===== config.mk =====
export PLATFORM = sky130hd
export DESIGN_NAME = fifo_flow_ctrl_flat
export DESIGN_NICKNAME = d
export VERILOG_FILES = /design/src/rtl/fifo_flow_ctrl_if.sv /design/src/rtl/fifo_flow_ctrl.sv /design/src/flat_wrapper.sv
export SDC_FILE = /design/constraint.sdc
export NUM_CORES = 1
export LEC_CHECK = 0
export BUFFER_PORTS_ARGS = -buffer_cell sky130_fd_sc_hd__buf_2
export CAP_MARGIN = 20
export CORE_ASPECT_RATIO = 1.5
export CORE_MARGIN = 2
export CORE_UTILIZATION = 57
export DETAILED_ROUTE_END_ITERATION = 16
export PLACE_DENSITY_LB_ADDON = 0.2
export SLEW_MARGIN = 25
export SYNTH_ARGS = -nofsm -noshare
export SYNTH_HDL_FRONTEND = slang
export SYNTH_SLANG_ARGS = --single-unit

===== constraint.sdc =====
create_clock -name clk -period 2.6 [get_ports clk]
set_clock_uncertainty 0.05 [all_clocks]
set_input_delay 0.52 -clock clk [delete_from_list [all_inputs] [get_ports clk]]
set_output_delay 0.52 -clock clk [all_outputs]
set_load 0.1 [all_outputs]

===== src/rtl/fifo_flow_ctrl_if.sv =====
// fifo_flow_ctrl_if: request/threshold inputs and strobe/status outputs of the FIFO flow controller
interface fifo_flow_ctrl_if #(parameter int PTR_L = 3);
  logic             init;
  logic [PTR_L-1:0] umbral_hi;
  logic [PTR_L-1:0] umbral_lo;
  logic             fifo_wr;
  logic             fifo_rd;
  logic             push;
  logic             pop;
  logic [PTR_L-1:0] count;
  logic             fifo_full;
  logic             fifo_empty;
  logic             almost_full;
  logic             almost_empty;
  logic [2:0]       state;
  logic             error;
  logic             idle;
  modport master (
    output init, umbral_hi, umbral_lo, fifo_wr, fifo_rd,
    input  push, pop, count, fifo_full, fifo_empty, almost_full, almost_empty, state, error, idle
  );
  modport slave (
    input  init, umbral_hi, umbral_lo, fifo_wr, fifo_rd,
    output push, pop, count, fifo_full, fifo_empty, almost_full, almost_empty, state, error, idle
  );
endinterface


===== src/rtl/fifo_flow_ctrl.sv =====
// fifo_flow_ctrl: qualifies FIFO write/read requests, tracks occupancy, flags and a sticky error
module fifo_flow_ctrl #(
  parameter int MEM_SIZE  = 4,
  parameter int WORD_SIZE = 6,
  parameter int PTR_L     = 3
) (
  input logic             clk,
  input logic             reset,
  fifo_flow_ctrl_if.slave fc
);
  typedef enum logic [2:0] {
    S_RESET  = 3'd0,
    S_INIT   = 3'd1,
    S_IDLE   = 3'd2,
    S_ACTIVE = 3'd3,
    S_ERROR  = 3'd4
  } state_t;
  localparam logic [PTR_L-1:0] FULL = PTR_L'(MEM_SIZE);
  // an unrepresentable depth or empty data word is treated as a bad configuration at INIT exit
  localparam bit CFG_OK = ((2 ** PTR_L) > MEM_SIZE) && (WORD_SIZE > 0);
  state_t           state_q, state_d;
  logic [PTR_L-1:0] count_q, count_d;
  logic [PTR_L-1:0] hi_q, hi_d;
  logic [PTR_L-1:0] lo_q, lo_d;
  logic             push_q, push_d;
  logic             pop_q, pop_d;
  logic             error_q, error_d;
  logic             bad_cfg;
  logic             full;
  assign full    = count_q == FULL;
  assign bad_cfg = !CFG_OK || fc.umbral_lo >= fc.umbral_hi || fc.umbral_hi > FULL;
  always_ff @(posedge clk) begin
    if (reset) begin
      state_q <= S_RESET;
      count_q <= '0;
      hi_q    <= PTR_L'(MEM_SIZE - 1);
      lo_q    <= PTR_L'(1);
      push_q  <= 1'b0;
      pop_q   <= 1'b0;
      error_q <= 1'b0;
    end else begin
      state_q <= state_d;
      count_q <= count_d;
      hi_q    <= hi_d;
      lo_q    <= lo_d;
      push_q  <= push_d;
      pop_q   <= pop_d;
      error_q <= error_d;
    end
  end
  always_comb begin
    state_d = state_q;
    count_d = count_q;
    hi_d    = hi_q;
    lo_d    = lo_q;
    push_d  = 1'b0;
    pop_d   = 1'b0;
    error_d = error_q;
    case (state_q)
      S_RESET: state_d = S_INIT;
      S_INIT: begin
        hi_d = fc.umbral_hi;
        lo_d = fc.umbral_lo;
        if (!fc.init) begin
          state_d = bad_cfg ? S_ERROR : S_IDLE;
          error_d = bad_cfg;
        end
      end
      S_IDLE: begin
        if (fc.init) state_d = S_INIT;
        else if (fc.fifo_rd) begin
          state_d = S_ERROR;
          error_d = 1'b1;
        end else if (fc.fifo_wr) begin
          state_d = S_ACTIVE;
          push_d  = 1'b1;
          count_d = count_q + 1'b1;
        end
      end
      S_ACTIVE: begin
        if (fc.fifo_wr && fc.fifo_rd) begin
          push_d = 1'b1;
          pop_d  = 1'b1;
        end else if (fc.fifo_wr) begin
          state_d = full ? S_ERROR : S_ACTIVE;
          error_d = full;
          push_d  = !full;
          count_d = full ? count_q : count_q + 1'b1;
        end else if (fc.fifo_rd) begin
          pop_d   = 1'b1;
          count_d = count_q - 1'b1;
          state_d = count_q == PTR_L'(1) ? S_IDLE : S_ACTIVE;
        end
      end
      S_ERROR: error_d = 1'b1;
      default: state_d = S_RESET;
    endcase
  end
  assign fc.push         = push_q;
  assign fc.pop          = pop_q;
  assign fc.count        = count_q;
  assign fc.fifo_full    = full;
  assign fc.fifo_empty   = count_q == '0;
  assign fc.almost_full  = count_q >= hi_q;
  assign fc.almost_empty = count_q <= lo_q;
  assign fc.state        = state_q;
  assign fc.error        = error_q;
  assign fc.idle         = state_q == S_IDLE;
endmodule


===== src/flat_wrapper.sv =====
// flat-port wrapper written by rule: the top's interface ports become plain ports
module fifo_flow_ctrl_flat 
#(
  parameter int MEM_SIZE  = 4,
  parameter int WORD_SIZE = 6,
  parameter int PTR_L     = 3
)
  (clk, reset, fc_init, fc_umbral_hi, fc_umbral_lo, fc_fifo_wr, fc_fifo_rd, fc_push, fc_pop, fc_count, fc_fifo_full, fc_fifo_empty, fc_almost_full, fc_almost_empty, fc_state, fc_error, fc_idle);
  fifo_flow_ctrl_if #(.PTR_L(PTR_L)) fc_i ();
  input logic clk;
  input logic reset;
  input wire logic [$bits(fc_i.init)-1:0] fc_init;
  input wire logic [$bits(fc_i.umbral_hi)-1:0] fc_umbral_hi;
  input wire logic [$bits(fc_i.umbral_lo)-1:0] fc_umbral_lo;
  input wire logic [$bits(fc_i.fifo_wr)-1:0] fc_fifo_wr;
  input wire logic [$bits(fc_i.fifo_rd)-1:0] fc_fifo_rd;
  output wire logic [$bits(fc_i.push)-1:0] fc_push;
  output wire logic [$bits(fc_i.pop)-1:0] fc_pop;
  output wire logic [$bits(fc_i.count)-1:0] fc_count;
  output wire logic [$bits(fc_i.fifo_full)-1:0] fc_fifo_full;
  output wire logic [$bits(fc_i.fifo_empty)-1:0] fc_fifo_empty;
  output wire logic [$bits(fc_i.almost_full)-1:0] fc_almost_full;
  output wire logic [$bits(fc_i.almost_empty)-1:0] fc_almost_empty;
  output wire logic [$bits(fc_i.state)-1:0] fc_state;
  output wire logic [$bits(fc_i.error)-1:0] fc_error;
  output wire logic [$bits(fc_i.idle)-1:0] fc_idle;
  assign fc_i.init = fc_init;
  assign fc_i.umbral_hi = fc_umbral_hi;
  assign fc_i.umbral_lo = fc_umbral_lo;
  assign fc_i.fifo_wr = fc_fifo_wr;
  assign fc_i.fifo_rd = fc_fifo_rd;
  assign fc_push = fc_i.push;
  assign fc_pop = fc_i.pop;
  assign fc_count = fc_i.count;
  assign fc_fifo_full = fc_i.fifo_full;
  assign fc_fifo_empty = fc_i.fifo_empty;
  assign fc_almost_full = fc_i.almost_full;
  assign fc_almost_empty = fc_i.almost_empty;
  assign fc_state = fc_i.state;
  assign fc_error = fc_i.error;
  assign fc_idle = fc_i.idle;
  fifo_flow_ctrl #(.MEM_SIZE(MEM_SIZE), .WORD_SIZE(WORD_SIZE), .PTR_L(PTR_L)) u_core (.clk(clk), .reset(reset), .fc(fc_i));
endmodule

Word level (Yosys, flattened, before mapping)
Index checks and enable logic that the tools add are counted.
{"block": "totals", "regBits": 15}
{"block": "op_classes", "n_addsub": 2, "order_cmp": 4, "eq_ne": 16, "mux": 34, "n_bitwise": 2, "n_reduce_logical": 11}
{"cell": "$mux 3", "count": 16}
{"cell": "$pmux 3 s5", "count": 1}
{"cell": "$mux 1", "count": 14}
{"cell": "$ne 2x2->1 const B", "count": 7}
{"cell": "$reduce_and 7->1", "count": 1}
{"cell": "$eq 3x1->1 const B", "count": 2}
{"cell": "$eq 3x2->1 const B", "count": 2}
{"cell": "$eq 3x3->1 const B", "count": 2}
{"cell": "$ge 3x3->1", "count": 2}
{"cell": "$logic_not 3->1", "count": 2}
{"cell": "$ne 3x3->1 const B", "count": 2}
{"cell": "$pmux 3 s2", "count": 1}
{"cell": "$reduce_and 6->1", "count": 1}
{"cell": "$reduce_and 5->1", "count": 1}
{"cell": "$ne 4x4->1 const B", "count": 1}
{"cell": "$pmux 1 s4", "count": 1}
{"cell": "$reduce_bool 4->1", "count": 1}
{"cell": "$add 3x1->3 const B", "count": 1}
{"cell": "$gt 3x3->1 const B", "count": 1}
{"cell": "$le 3x3->1", "count": 1}
{"cell": "$sub 3x1->3 const B", "count": 1}
{"cell": "$not 1->1", "count": 2}
{"cell": "$pmux 1 s2", "count": 1}
{"cell": "$reduce_bool 2->1", "count": 1}
{"cell": "4 further kinds", "count": 4}

Depth between registers and ports, before layout
Gate-level depths: netlist (run 1).
{"block": "depth", "depth_word": 6, "depth_mapped": 6, "ltp_nobuf": 6}

Worst setup path after synthesis (run 1)
No wires, ideal clock.
{"block": "synth_path", "path_type": "register to output", "startpoint": "register u_core.count_q[1] (netlist: u_core.fc.count[1])", "endpoint": "output fc_almost_empty", "arrival_ns": 3.752, "required_ns": 2.030, "path_slack_ns": -1.722, "stages_incl_launch_ff": 5, "path_buffers": 0, "path_cell_list": "dfxtp_1 ha_1 nor2b_1 o21a_1 o21ai_0"}
{"block": "synth_between", "elab_chain_len": 1}
{"item": "from (decl)", "line": "fifo_flow_ctrl.sv:22", "text": "logic [PTR_L-1:0] count_q, count_d;"}
{"item": "from (signal assigned)", "line": "fifo_flow_ctrl.sv:43", "text": "count_q <= count_d;"}
{"item": "$le 3x3->1", "line": "fifo_flow_ctrl.sv:105", "text": "assign fc.almost_empty = count_q <= lo_q;"}
{"item": "to (decl)", "line": "flat_wrapper.sv:23", "text": "output wire logic [$bits(fc_i.almost_empty)-1:0] fc_almost_empty;"}
Every way passes these cells.

Worst setup path after layout (run 1)
{"block": "layout_path", "startpoint": "register u_core.count_q[0] (netlist: u_core.fc.count[0])", "endpoint": "output fc_almost_full"}
{"block": "layout_between", "elab_chain_len": 1}
{"item": "$ge 3x3->1", "line": "fifo_flow_ctrl.sv:104", "text": "assign fc.almost_full = count_q >= hi_q;"}
{"item": "to (decl)", "line": "flat_wrapper.sv:22", "text": "output wire logic [$bits(fc_i.almost_full)-1:0] fc_almost_full;"}
Every way passes these cells.

==> run_results.csv, run 1 <==
group,metric,value,unit
run_status,status,"finished, final reports clean",
cells_and_area,n_fill_cell,143,
cells_and_area,antenna_cells,0,
cells_and_area,most-common-layout-cells,"buf_2 (24), ha_1 (13), dfxtp_1 (13), inv_1 (12), nor2_1 (9)",
critical_path,crit_required,2.03,ns
clock_network,htree_levels,1,
pwr,power_density,581,nW/um2
critical_path,slowest_stage,"dfxtp_2",
clock_network,clock_path_buffers,2,
routing,drc,0,
cells_and_area,final_common_cell,"buf_2",
sta,period_share,92.5,%
yosys,ys.flop_type,"dfxtp_1",
routing,detail_route.iter0.violations,29,
floorplan,core,1830,um2
routing,via_per_inst,5.90,
yosys,synthCells,131,
global_route,grt_max_degree,17,
yosys,synth_cell_type_count,46,
yosys,synth-seq-area-share,27.1,%
critical_path,cp_max_fo,6,
critical_path,critical_path_class,"register to primary output",
pwr,pwr-share-seq,38.2,%
pwr,p_switching,329,uW
clock_network,postCtsResizedCells,0,
yosys,synth_top_area_share,27.1,%
cells_and_area,syn2layout_area_growth,14.2,%
job,max-cap-violations,0,
min_path,min_path_type,"input port to register",
routing,drt-total-wl,2490,um
global_route,grt_antenna_before_repair,0,
critical_path,critPathArrivalTime,1.84,ns
clock_network,cts_tree,"yes",
placed_design,dp_hpwl,1940,um
clock_network,ctsHoldBuffers,0,
clock_network,cts_setup_buffers,0,
placed_design,gp_congestion,0.768,
floorplan,fp.dieW,40.0,um
sta,worst_slack,0.194,ns
clock_network,clk_latency,0.29,ns
pwr,p_sw_share,44.8,%
clock_network,clkTransAtPathRegs,0.09,ns
sta,slew_violations,0,
sta,worst_pin_slew,0.496,ns
critical_path,crit_chain,"inv_1 -> ha_1 -> nand2b_1 -> a21o_1 -> a21o_1 -> buf_2",
sta,slew_headroom,67.1,%
global_route,gr-total-overflow,0,
cells_and_area,stdcell_count,175,
yosys,synth_top_cell_by_area,"dfxtp_1",
yosys,postSynthAreaPerCell,8.46,um2
placed_design,dpl.cell_count,171,
global_route,grt_pass1_wl,4200,um
floorplan,initial_utilization,60.6,%
cells_and_area,drive_gt1_share,26.6,%
clock_network,clock_tree.root_cell,"clkbuf_4",
yosys,synth_edf_count,0,
cells_and_area,design_area,1270,um2
yosys,ys_seq_elements,15,
placed_design,io_buffers,24,
floorplan,io-pin-count,25,
critical_path,crit_top_cell,"a21o_1",
sta,hold_violations,0,
routing,wl_per_cell,14.2,um
placed_design,place_area,1240,um2
pwr,clock_power_share,18.7,%
sta,fmax,416,MHz
global_route,grt_pass1_vias,986,
sta,setup_viol,0,
sta,final.min_clock_period,2.41,ns
yosys,synth_area_leaders,"dfxtp_1 (27%), ha_1 (15%), inv_1 (4.1%), a21oi_1 (3.6%), mux2i_1 (3.6%)",
critical_path,start_kind,"register",
cells_and_area,nets,179,
pwr,power.internal,406,uW
floorplan,num_rows,19,
routing,via_count,1032,
clock_network,numCtsBuffers,3,
routing,final_antenna_net_count,0,
critical_path,path_buf_inv,2,
yosys,synth_fp_nets,155,
pwr,vdd_drop_max,0.351,mV
pwr,comb_power_share,43.1,%
floorplan,dieArea,2320,um2
critical_path,cp_top_family,"flip-flops",
floorplan,die_y,58.0,um
sta,rsz0062_at_grt,"no",
routing,firstDrtPassIters,4,
clock_network,cts.sinks,15,
critical_path,end_kind,"primary output",
yosys,syn_area,1110,um2
sta,setup_tns,0,ns
yosys,ys_warn_count,0,
critical_path,cpPeakStageDelay,0.38,ns
global_route,grt.total_usage,25.9,%
placed_design,preCtsSetupSlack,0.520,ns
yosys,async_flop_share,0,%
pwr,p_leak,0.000604,uW
[worst paths after layout]
kind,from,to,slack (ns),cells past startpoint
setup / recovery,u_core.fc.count[0],fc_almost_full,0.19,6
hold reg to reg,u_core.fc.error,u_core.fc.error,0.42,2
setup reg to reg,u_core.fc.count[1],u_core.fc.count[2],0.83,6
hold / removal,fc_umbral_lo[0],u_core.lo_q[0],0.41,3
[final cells by class]
cell class	instances	area (um2)	share of cell area, %
Inverter	13	48.8	3.85
Clock buffer	4	26.3	2.08
Tap cell	21	26.3	2.08
Sequential cell	15	303	23.9
Timing Repair Buffer	25	128	10.1
Multi-Input combinational cell	97	734	58.0
[cells by family (layout without fill, tap and decap cells)]
group	Yosys count	after routing	synth area share, %
simple gates	46	46	25.2
compound gates	31	31	19.6
buf+inv	19	42	7.22
flops	15	15	27.1
fa+ha+maj	13	13	14.7
mux	5	5	4.63
xor+xnor	2	2	1.58
[state kept, by name, summed over array words and instances, names as in the netlist]
| register | count |
|---|---|
| u_core.fc.error | 1 |
| u_core.lo_q | 3 |
| u_core.fc.count | 3 |
| u_core.hi_q | 3 |
| u_core.fc.push | 1 |
| u_core.fc.pop | 1 |
| u_core.fc.state | 3 |
[power groups by stage]
| stage | combinational (uW) | sequential (uW) | clock [uW] |
|---|---|---|---|
| after floorplan | 199 | 345 | 0 |
| after global placement | 310 | 284 | 0 |
| after detailed placement | 317 | 286 | 0 |
| after CTS | 319 | 281 | 139 |
| after global routing | 341 | 284 | 153 |
| final | 317 | 280 | 138 |
[stage by stage]
stage          hold slack (ns)  total power [uW]  utilization (%)
2_1_floorplan            0.396               544                -
3_3_place_gp             0.396               594             67.7
3_5_place_dp             0.410               603             67.7
4_1_cts                  0.407               739             69.2
5_1_grt                  0.402               778             69.2
6_report                 0.410               735             69.2
[cell usage after synthesis (all sizes together), types with 2 or more instances]
cell type	count
a21oi	8
and3b	2
o31ai	2
dfxtp	15
and3	2
nor3b	4
nand2	7
ha	13
mux2i	4
and2b	2
nand3	5
inv	12
nand3b	2
nor2b	3
a21o	2
o211ai	3
buf	5
o21ai	8
nor2	9
[per-layer routing]
layer	wire, um	part of all wire (%)	vias to the layer above	global-route usage, %
met3	84	3.4	8	4.60
li1	-	-	522	-
met4	51	2.1	0	13.3
met1	990	40	472	27.2
met5	0	0	-	0
met2	1360	55	30	45.4
[tightest hold or removal path, stage by stage]
cell     delay, ns
buf_2         0.09
mux2i_1       0.06
nand2_1       0.06
(Power assumes the default switching activity.)
==> inputs of run 2 (changes only) <==
--- a/config.mk
+++ b/config.mk
@@ -9,7 +9,7 @@
 export CAP_MARGIN = 20
 export CORE_ASPECT_RATIO = 1.5
 export CORE_MARGIN = 2
-export CORE_UTILIZATION = 57
+export CORE_UTILIZATION = 48
 export DETAILED_ROUTE_END_ITERATION = 16
 export PLACE_DENSITY_LB_ADDON = 0.2
 export SLEW_MARGIN = 25
==> constraint.sdc (replaced) <==
create_clock -name clk -period 2.05 [get_ports clk]
set_clock_uncertainty 0.05 [all_clocks]
set_input_delay 0.41 -clock clk [delete_from_list [all_inputs] [get_ports clk]]
set_output_delay 0.41 -clock clk [all_outputs]
set_load 0.1 [all_outputs]
==> run 2 against run 1 <==
Sequential share of layout area fell by 1.7 points. Clock-buffer cell count fell by 1. Via count rose by 1.1%. Wire length rose by 2.3%. Die area rose by 17%. Cell area rose by 13%. Utilization fell by 4.5 points. The run now ends with setup timing left. Sequential power rose by 28%. Register-to-register slack got worse by 0.51 ns. Worst setup slack got worse by 0.19 ns. Cell count rose by 2.3%. Combinational power rose by 46%. Largest cell class unchanged.
==> run_results.csv, run 2 (synthesis gave the netlist of run 1 again) <==
group,metric,value,unit
global_route,grt_pass1_wl,4280,um
routing,wl_per_cell,14.2,um
cells_and_area,n_fill_cell,205,
floorplan,core,2210,um2
routing,drt-total-wl,2550,um
sta,period_share,100,%
routing,firstDrtPassIters,4,
routing,final_antenna_net_count,0,
floorplan,die_y,62.9,um
run_status,status,"finished with violations",
clock_network,clock_path_buffers,2,
clock_network,clk_latency,0.29,ns
clock_network,clock_tree.root_cell,"clkbuf_4",
critical_path,ff2ff_path_depth,7,
critical_path,cpPeakStageDelay,0.38,ns
critical_path,critPathArrivalTime,1.59,ns
placed_design,gp_congestion,0.851,
floorplan,num_rows,21,
critical_path,slowest_stage,"dfxtp_4",
cells_and_area,antenna_cells,0,
routing,via_per_inst,5.83,
sta,rsz0062_at_grt,"yes",
clock_network,htree_levels,1,
global_route,gr-total-overflow,0,
clock_network,clkTransAtPathRegs,0.10,ns
placed_design,dpl.cell_count,174,
sta,slew_headroom,67.8,%
clock_network,cts_tree,"yes",
floorplan,dieArea,2720,um2
sta,final.min_clock_period,2.05,ns
job,max-cap-violations,0,
global_route,grt.total_usage,20.0,%
critical_path,end_kind,"primary output",
cells_and_area,final_common_cell,"buf_2",
sta,hold_violations,0,
clock_network,ctsHoldBuffers,0,
routing,detail_route.iter0.violations,24,
critical_path,crit_chain,"ha_4 -> nor2b_4 -> o21a_1 -> o21ai_4 -> buf_12",
min_path,hold_depth,3,
sta,slew_violations,0,
critical_path,critical_path_class,"register to primary output",
sta,worst_pin_slew,0.487,ns
pwr,power_density,698,nW/um2
pwr,power,996,uW
placed_design,dp_hpwl,1910,um
global_route,grt_pass1_vias,994,
floorplan,io-pin-count,25,
critical_path,start_kind,"register",
cells_and_area,most-common-layout-cells,"buf_2 (20), inv_1 (10), ha_1 (10), nor2_1 (9), a21oi_1 (8)",
cells_and_area,syn2layout_area_growth,28.8,%
run_status,violations,"setup timing",
clock_network,cts.sinks,15,
global_route,grt_max_degree,17,
pwr,vdd_drop_max,0.377,mV
sta,setup_viol,1,
min_path,min_path_type,"input port to register",
sta,worst_slack,-0.000627,ns
critical_path,crit_required,1.59,ns
floorplan,fp.dieW,43.2,um
cells_and_area,nets,181,
placed_design,io_buffers,24,
clock_network,numCtsBuffers,3,
pwr,p_leak,0.000659,uW
routing,via_count,1043,
critical_path,cp_max_fo,5,
floorplan,initial_utilization,50.2,%
global_route,grt_antenna_before_repair,0,
routing,drc,0,
sta,fmax,488,MHz
cells_and_area,stdcell_count,179,
cells_and_area,drive_gt1_share,37.8,%
## run 2: cell count changes in the layout (fill, tap and decap cells not counted), moves of 3 or more
cell     before  now
ha_4          0    3
dfxtp_2       2    5
dfxtp_1      13    7
buf_2        24   20
dfxtp_4       0    3
buf_12        0    3
ha_1         13   10
## run 2: critical path: cells and delay by family (launching register included)
family                     cells  cell delay, ns
AOI/OAI and AO/OA              2            0.38
adders and majority gates      1            0.24
buffers and inverters          1            0.19
DFF                            1            0.38
and+or+nand+nor                1            0.12
## run 2: routing by layer
metal,up-vias,global-route usage (%),wire length (um)
met4,0,7.58,50
met2,24,35.3,1380
met3,4,2.02,81
li1,517,-,-
met1,498,23.9,1030
met5,-,0,0
## run 2: final cells by class
cell class	count	area (um2)	area share, %
multi-input combinational	97	808	56.6
sequential	15	318	22.3
timing repair buffer	27	194	13.6
inverter	13	51.3	3.59
tap	23	28.8	2.02
clock buffer	3	22.5	1.58
clock inverter	1	5.00	0.351
## run 2: where the power goes
part	total, uW	internal, uW	switching (uW)	leakage, uW
Combinational	463	164	299	0.000515
Clock	175	72.5	103	0.0000177
Sequential	358	320	37.5	0.000126
## run 2: worst paths after layout
path                       from                 end  slack [ns]
min             fc_umbral_lo[0]      u_core.lo_q[0]        0.31
max reg2reg  u_core.fc.count[0]  u_core.fc.count[2]        0.32
max          u_core.fc.count[1]     fc_almost_empty     -0.0006
min reg2reg     u_core.fc.error     u_core.fc.error        0.42
## run 2: through the flow
| stage | hold WS [ns] | cell area, um2 | util [%] | setup slack [ns] | TNS [ns] |
|---|---|---|---|---|---|
| after floorplan | 0.396 | 1160 | - | -0.0813 | -0.0813 |
| after global placement | 0.401 | 1330 | 60.1 | 0.141 | 0 |
| after detailed placement | 0.409 | 1330 | 60.1 | 0.127 | 0 |
| after CTS | 0.302 | 1400 | 63.4 | 0.00868 | 0 |
| after global routing | 0.318 | 1430 | 64.7 | -0.0423 | -0.0540 |
| final | 0.309 | 1430 | 64.7 | -0.000627 | -0.000627 |
## run 2: what timing repair did
item	CTS	global route
endpoints found under the setup margin	3	2
resized for setup	10	7
cloned	0	0
pin swaps	4	3
setup buffers	1	0
==> inputs of run 3 (changes only) <==
--- a/config.mk
+++ b/config.mk
@@ -8,7 +8,6 @@
 export BUFFER_PORTS_ARGS = -buffer_cell sky130_fd_sc_hd__buf_2
 export CAP_MARGIN = 20
 export CORE_ASPECT_RATIO = 1.5
-export CORE_MARGIN = 2
 export CORE_UTILIZATION = 48
 export DETAILED_ROUTE_END_ITERATION = 16
 export PLACE_DENSITY_LB_ADDON = 0.2
==> run 3 against run 2 <==
The run now ends clean. First-iteration DRC count shrank 8.3%. Global-route usage is 3.6 points higher. Highest routed layer unchanged. Clock-buffer cell count is the same. Cell count unchanged. Sequential power hardly changed.
==> run_results.csv, run 3 (synthesis gave the netlist of run 1 again) <==
group,metric,value,unit
critical_path,critPathArrivalTime,1.59,ns
critical_path,crit_required,1.59,ns
sta,worst_pin_slew,0.486,ns
sta,final.min_clock_period,2.05,ns
routing,drc,0,
sta,period_share,99.8,%
global_route,grt_max_degree,17,
routing,wl_per_cell,14.4,um
cells_and_area,design_area,1430,um2
sta,worst_slack,0.00404,ns
critical_path,slowest_stage,"dfxtp_4",
global_route,grt_antenna_before_repair,0,
cells_and_area,n_fill_cell,201,
pwr,comb_power_share,46.3,%
clock_network,cts_tree,"yes",
sta,slew_violations,0,
pwr,p_sw_share,44.0,%
floorplan,initial_utilization,50.2,%
floorplan,io-pin-count,25,
pwr,clock_power_share,17.6,%
routing,detail_route.iter0.violations,22,
placed_design,place_area,1330,um2
cells_and_area,multi_input_area,808,um2
critical_path,start_kind,"register",
pwr,p_switching,436,uW
sta,setup_viol,0,
pwr,power.internal,555,uW
cells_and_area,final_core_util,64.6,%
critical_path,path_buf_inv,1,
floorplan,die_y,60.9,um
critical_path,path_depth,5,
routing,via_per_inst,5.83,
placed_design,gp_congestion,0.753,
cells_and_area,final_common_cell,"buf_2",
placed_design,dp_hpwl,1940,um
clock_network,clock_tree.root_cell,"clkbuf_4",
placed_design,dpl.cell_count,174,
pwr,p_leak,0.000660,uW
job,max-cap-violations,0,
min_path,hold_depth,3,
routing,firstDrtPassIters,4,
global_route,grt_pass1_wl,4130,um
floorplan,num_rows,21,
sta,fmax,489,MHz
pwr,vdd_drop_max,0.517,mV
sta,hold_violations,0,
placed_design,io_buffers,24,
clock_network,htree_levels,1,
cells_and_area,syn2layout_area_growth,28.7,%
global_route,grt.total_usage,23.6,%
routing,drt-total-wl,2580,um
cells_and_area,stdcell_count,179,
routing,final_antenna_net_count,0,
pwr,power,991,uW
cells_and_area,seq_area,317,um2
critical_path,cpPeakStageDelay,0.38,ns
clock_network,ctsHoldBuffers,0,
critical_path,critical_path_class,"register to primary output",
critical_path,ff2ff_path_depth,7,
clock_network,cts.sinks,15,
clock_network,clock_path_buffers,2,
routing,via_count,1044,
min_path,min_path_type,"input port to register",
global_route,grt_pass1_vias,955,
cells_and_area,drive_gt1_share,37.2,%
pwr,power_density,695,nW/um2
global_route,gr-total-overflow,0,
clock_network,clk_latency,0.28,ns
critical_path,cp_max_fo,5,
cells_and_area,nets,181,
critical_path,end_kind,"primary output",
placed_design,preCtsSetupSlack,0.119,ns
clock_network,numCtsBuffers,3,
critical_path,cp_top_family,"flip-flops",
critical_path,crit_chain,"ha_4 -> nor2b_4 -> o21a_1 -> o21ai_4 -> buf_12",
cells_and_area,most-common-layout-cells,"buf_2 (20), inv_1 (10), ha_1 (10), nor2_1 (9)",
run_status,status,"finished, final reports clean",
sta,slew_headroom,67.8,%
clock_network,clkTransAtPathRegs,0.10,ns
floorplan,core,2210,um2
floorplan,dieArea,2510,um2
cells_and_area,antenna_cells,0,
floorplan,fp.dieW,41.2,um
pwr,pwr-share-seq,36.1,%
sta,rsz0062_at_grt,"yes",
[run 3: through the flow]
stage	hold slack (ns)	TNS, ns
after floorplan	0.396	-0.0813
after global placement	0.400	0
after detailed placement	0.409	0
after CTS	0.308	0
after global routing	0.316	-0.0423
final	0.310	0
[run 3: routing by layer]
layer | routed length (um) | share of wire [%] | up-vias | GRT usage, %
met4 | 22 | 0.85 | 0 | 6.91
met1 | 1030 | 40 | 499 | 27.0
met5 | 0 | 0 | - | 0
met3 | 83 | 3.2 | 2 | 2.56
met2 | 1440 | 56 | 23 | 43.1
li1 | - | - | 520 | -
[run 3: area by class of cell]
class	instances	area share (%)
multi-input combinational	97	56.7
sequential	15	22.2
timing repair buffer	27	13.6
inverter	13	3.60
tap	23	2.02
clock buffer	3	1.58
clock inverter	1	0.351
[run 3: worst paths after layout]
| path | startpoint | to | slack (ns) |
|---|---|---|---|
| worst max-delay path | u_core.fc.count[1] | fc_almost_empty | 0.004 |
| worst min-delay path | fc_umbral_lo[0] | u_core.lo_q[0] | 0.31 |
| worst max register to register | u_core.fc.count[0] | u_core.fc.count[2] | 0.31 |
| worst min register to register | u_core.fc.error | u_core.fc.error | 0.42 |
[run 3: worst reg2reg max path, stage by stage, from the launching register on]
cell and delay [ns]:
dfxtp_4 0.37, inv_4 0.04, buf_6 0.12, ha_1 0.23
nand3_1 0.09, a21oi_1 0.14, or4_1 0.49, a21oi_1 0.14
[run 3: power groups by stage]
stage,sequential [uW],combinational [uW],clock [uW]
after detailed placement,361,428,0
final,358,458,174
after global routing,363,492,185
after CTS,356,441,180
after global placement,360,418,0
after floorplan,437,265,0
[run 3: what timing repair did]
item | in CTS | in global routing
endpoints found under the setup margin | 3 | 3
buffers inserted | 1 | 0
resized for setup | 8 | 8
endpoints found under the hold margin | 0 | 0
pin swaps | 4 | 5
